## config.mk

```make
export PLATFORM = sky130hd
export DESIGN_NAME = vq_encoder
export DESIGN_NICKNAME = d
export VERILOG_FILES = /design/src/rtl/vq_encoder.sv
export SDC_FILE = /design/constraint.sdc
export NUM_CORES = 2
export LEC_CHECK = 0
export BUFFER_PORTS_ARGS = -buffer_cell sky130_fd_sc_hd__clkbuf_2
export CORE_MARGIN = 2
export CORE_UTILIZATION = 25
export CTS_CLUSTER_DIAMETER = 200
export DETAILED_ROUTE_END_ITERATION = 12
export SKIP_CTS_REPAIR_TIMING = 1
export SLEW_MARGIN = 20
export SYNTH_ARGS = -nofsm -noshare
export SYNTH_HDL_FRONTEND = slang
export SYNTH_SLANG_ARGS = --single-unit
export TNS_END_PERCENT = 100
```

## constraint.sdc

```tcl
create_clock -name clk -period 9.5 [get_ports clk]
set_input_delay 0.475 -clock clk [delete_from_list [all_inputs] [get_ports clk]]
set_output_delay 0.475 -clock clk [all_outputs]
set_load 0.02 [all_outputs]
```

## src/rtl/vq_encoder.sv

```systemverilog
// Vector-quantisation encoder: for each image pixel, sequentially scans a 64-entry RGB
// codebook for the minimum L1-distance codeword and writes its index to the tag RAM.
module vq_encoder #(
    parameter int PIX_NUM = 65536
) (
    input  logic        clk,
    input  logic        rst,
    input  logic        start,
    input  logic        weight_en,
    input  logic [5:0]  weight_A,
    input  logic [23:0] weight_data,
    output logic [19:0] RAM1_A,
    input  logic [23:0] RAM1_Q,
    output logic        tag_WE,
    output logic [19:0] tag_A,
    output logic [5:0]  tag_D,
    output logic [1:0]  state,
    output logic        busy,
    output logic        done
);

    typedef enum logic [1:0] {
        S_IDLE   = 2'b00,
        S_FETCH  = 2'b01,
        S_SEARCH = 2'b10,
        S_WRITE  = 2'b11
    } state_t;

    localparam logic [19:0] LAST_ADDR = 20'(PIX_NUM - 1);

    state_t      r_state;
    state_t      w_state_nxt;
    logic        r_fwait;
    logic [19:0] r_pix_addr;
    logic [23:0] r_pix;
    logic [5:0]  r_idx;
    logic [5:0]  r_best_idx;
    logic [9:0]  r_best_dist;
    logic [23:0] r_cb [0:63];

    logic [23:0] w_cw;
    logic [9:0]  w_dist;
    logic        w_better;
    logic        w_last_pix;

    function automatic logic [9:0] absdiff(input logic [7:0] a, input logic [7:0] b);
        return (a > b) ? {2'b00, a - b} : {2'b00, b - a};
    endfunction

    // Distance of the current pixel to the codeword under evaluation
    assign w_cw       = r_cb[r_idx];
    assign w_dist     = absdiff(r_pix[23:16], w_cw[23:16])
                      + absdiff(r_pix[15:8],  w_cw[15:8])
                      + absdiff(r_pix[7:0],   w_cw[7:0]);
    assign w_better   = (w_dist < r_best_dist);
    assign w_last_pix = (r_pix_addr == LAST_ADDR);
    assign state      = r_state;

    always_ff @(posedge clk) begin
        if (rst) r_state <= S_IDLE;
        else     r_state <= w_state_nxt;
    end

    always_comb begin
        w_state_nxt = r_state;
        case (r_state)
            S_IDLE:   if (start)          w_state_nxt = S_FETCH;
            S_FETCH:  if (r_fwait)        w_state_nxt = S_SEARCH;
            S_SEARCH: if (r_idx == 6'd63) w_state_nxt = S_WRITE;
            S_WRITE:  w_state_nxt = w_last_pix ? S_IDLE : S_FETCH;
            default:  w_state_nxt = S_IDLE;
        endcase
    end

    // Codebook survives reset and is frozen while an image is being encoded
    always_ff @(posedge clk) begin
        if (r_state == S_IDLE && weight_en)
            r_cb[weight_A] <= weight_data;
    end

    always_ff @(posedge clk) begin
        if (rst) begin
            r_fwait    <= 1'b0;
            r_pix_addr <= '0;
            r_idx      <= '0;
            RAM1_A     <= '0;
            tag_WE     <= 1'b0;
            tag_A      <= '0;
            tag_D      <= '0;
            busy       <= 1'b0;
            done       <= 1'b0;
        end else begin
            busy   <= (w_state_nxt != S_IDLE);
            tag_WE <= 1'b0;
            done   <= 1'b0;
            case (r_state)
                S_IDLE: begin
                    if (start) begin
                        r_pix_addr <= '0;
                        RAM1_A     <= '0;
                        r_fwait    <= 1'b0;
                    end
                end
                S_FETCH: begin
                    r_fwait <= ~r_fwait;
                    if (r_fwait) r_idx <= '0;
                end
                S_SEARCH: begin
                    r_idx <= r_idx + 6'd1;
                    // Tag data must include the verdict on entry 63, evaluated this cycle
                    if (r_idx == 6'd63) begin
                        tag_WE <= 1'b1;
                        tag_A  <= r_pix_addr;
                        tag_D  <= w_better ? r_idx : r_best_idx;
                    end
                end
                S_WRITE: begin
                    if (w_last_pix) begin
                        done <= 1'b1;
                    end else begin
                        r_pix_addr <= r_pix_addr + 20'd1;
                        RAM1_A     <= r_pix_addr + 20'd1;
                        r_fwait    <= 1'b0;
                    end
                end
                default: ;
            endcase
        end
    end

    // Pixel capture and running best-match datapath
    always_ff @(posedge clk) begin
        if (r_state == S_FETCH && r_fwait) begin
            r_pix       <= RAM1_Q;
            r_best_dist <= 10'h3FF;
            r_best_idx  <= '0;
        end else if (r_state == S_SEARCH && w_better) begin
            r_best_dist <= w_dist;
            r_best_idx  <= r_idx;
        end
    end

endmodule

```

==> out/qor.yml <==
power_and_ir_drop:
  p_int_mw: 11.6
  p_sw_share_pct: 22.0
  p_comb_share_pct: 5.5
  pwr_density_cell_nw_per_um2: 195
  ir_worst_vdd_uv: 133
  seqPwrFrac_pct: 53.5
  clkPwrFrac_pct: 41.0
  switching_power_mw: 3.28
  p_leak_nw: 23.5
final_layout:
  drive_gt1_share_pct: 27.2
  diodes: 0
  fin_nets: 3648
  areaGrowthSynthToFinish_pct: 16.6
  layoutNonFillerInstCount: 7136
cts:
  cts_root_buffer: "clkbuf_16"
  numCtsBuffers: 161
  clk_transition_reported_paths_ns: 0.06
  cts_max_level: 4
  clk_path_buf_depth: 3
  cts_tree: "built"
  clock_latency_ns: 0.81
  clock-sinks: 1640
placed_design:
  dpl.hpwl_um: 99700
  placed_cells: 6813
  portBuffers: 108
  routabilityCongestion: 0.881
sta:
  fin_worst_skew_ns: 0.0728
  setup-tns-final_ns: 0
  relSlewSlack_pct: 24.5
  setup_viol: 0
  drv_slew: 0
  finalCriticalPeriod_ns: 8.74
  tightest_slew_ns: 1.13
  rsz0062_at_grt: "false"
  finalCritPeriodShare_pct: 92.0
  clock.fmax_ghz: 0.114
  finalHoldViolCount: 0
setup_path:
  crit_path_max_incr_delay_ns: 0.67
  crit_required_ns: 10.17
  crit_slowest_cell: "dfxtp_4"
  r2r_slack_ns: 0.76
  criticalPathCategory: "register to register"
  cp-end-kind: "register"
  cp-start-kind: "register"
  arrival_ns: 9.41
  path_max_fanout: 17
die:
  fp-row-count: 187
  initial_core_util_pct: 25.2
  core_um2: 260000
  die_w_um: 516
  dieArea_um2: 266000
  io_pins: 109
  die_h_um: 516
synthesis:
  synth_area_um2: 65500
  yosys-top-cells-area: "edfxtp_1 (72%), mux4_2 (15%), dfxtp_1 (2.4%)"
  dominantRegCellSynth: "edfxtp_1"
  synth_cells: 3246
  synthArstFlopShare_pct: 0
  synth_nets: 3384
  synth_edf_count: 1560
  synth.most_common_cell: "edfxtp_1"
  ys_seq_area_share_pct: 74.0
  ys_ff_latch: 1640
  yosysTopAreaCell: "edfxtp_1"
  synthDistinctLibCells: 74
  avgSynthCellArea_um2: 20.2
  yosysTopAreaCellShare_pct: 71.6
  yosys-top-cells-count: "edfxtp_1 (1560), mux4_2 (434), nand2_1 (169), nor2_1 (163), a21oi_1 (98)"
  yosys_warnings: 0
global_routing:
  grt_start_max_net_pins: 70
  grt_pass1_wl_um: 244000
  grt_usage_pct: 12.6
  gr-total-overflow: 0
  antenna_found_initial: 14
  grt_pass1_vias: 33100
drt:
  drtAntennaViolNets: 0
  dr.pass1.iters: 5
  via_per_inst: 4.66
  drtIter0Drc: 4061
  wl_met2_um: 79900
  wl_met1_um: 74000
  drc: 0
  routed-via-count: 33300
  wirelength_um: 171000
  wl_per_cell_um: 24.0
  top_layer: "met5"
  wl_met3_um: 12900
hold_path:
  holdCritPathClass: "input pin to register"
  hold_start: "rst"
run_status:
  status: "complete, no violations"
job:
  drv_cap: 0
## final timing paths
| check | end | depth (start not counted) |
|---|---|---|
| worst min-delay path | tag_A[6]$_SDFFE_PP0P_ | 3 |
| worst max-delay path | r_best_dist[7]$_SDFFE_PP1P_ | 27 |
| worst min register to register | tag_A[0]$_SDFFE_PP0P_ | 2 |
| worst max register to register | r_best_dist[7]$_SDFFE_PP1P_ | 27 |
## worst max-delay path: cells and delay by family (launching register included)
family / cells / cell delay (ns)
AO/OA/AOI/OAI: 14 / 3.87
XOR/XNOR: 1 / 0.23
flip-flops: 1 / 0.67
multiplexers: 3 / 1.50
AND/OR/NAND/NOR: 1 / 0.13
buffers and inverters: 4 / 0.81
adder cells (fa/ha/maj): 4 / 1.36
## registers in the layout, summed over array words and instances, names as in the netlist, 2 cells and up, named ones only
name / flops
r_idx: 6
state: 2
tag_A: 20
r_pix: 24
r_pix_addr: 20
r_best_idx: 6
r_best_dist: 10
r_cb: 1536
tag_D: 6
## routing by layer
| layer | global-route usage (%) | vias up |
|---|---|---|
| met1 | 17.6 | 17700 |
| met2 | 19.8 | 1383 |
| li1 | - | 13900 |
| met3 | 2.77 | 243 |
| met4 | 3.28 | 2 |
| met5 | 0 | - |
## through the flow
step / utilization, % / setup slack, ns / power, mW / hold slack [ns] / area, um^2
after floorplan: - / 1.86 / 8.63 / 0.441 / 65500
after CTS: 29.2 / 0.934 / 15.0 / -0.185 / 76000
final: 29.4 / 0.757 / 14.9 / 0.293 / 76400
after detailed placement: 27.3 / 1.03 / 8.94 / 0.451 / 71000
after global placement: 27.3 / 0.914 / 8.93 / 0.441 / 71000
after global routing: 29.4 / 0.291 / 15.4 / 0.286 / 76400
## power by group through the flow
stage	Sequential, mW	Clock [mW]	Combinational, mW
global placement	8.14	0	0.796
finish	7.99	6.12	0.817
detailed placement	8.14	0	0.804
global route	7.99	6.52	0.897
floorplan	8.13	0	0.497
CTS	7.98	6.23	0.809
## placed cells by master, fill, tap and decap left out, types with 15 or more instances in the layout
cell type / instances
a21oi_1: 98
a22o_1: 18
a31oi_1: 20
a32o_1: 16
and3_1: 20
buf_4: 119
clkbuf_1: 44
clkbuf_16: 163
clkbuf_2: 108
clkinv_1: 41
clkinv_2: 26
dfxtp_1: 75
dlygate4sd3_1: 25
edfxtp_1: 1560
fa_1: 15
ha_1: 65
inv_1: 60
mux2i_1: 56
mux4_2: 434
nand2_1: 169
nand3_1: 43
nor2_1: 96
nor2_2: 44
nor2_4: 23
nor3_1: 20
o21ai_0: 22
o221ai_1: 24
## final cells by class
cell class / count / area, um^2
repair buffers: 269 / 2060
clock inverters: 85 / 748
well taps: 3496 / 4370
inverters: 68 / 256
flip-flops and latches: 1640 / 48500
multi-input cells: 1370 / 16200
clock buffers: 208 / 4260
fillers: 25200 / 184000
## cell families (layout without fill, tap and decap cells)
family	Yosys count	after routing	synth area share [%]
muxes	500	500	16.0
adders and majority gates	80	80	1.70
buffers and inverters	236	630	1.68
AOI/OAI and AO/OA	291	291	3.13
and+or+nand+nor	476	476	3.21
DFF	1640	1640	74.0
xor gates and xnor gates	23	23	0.308
Note: power is estimated with default switching activity, not from simulation.
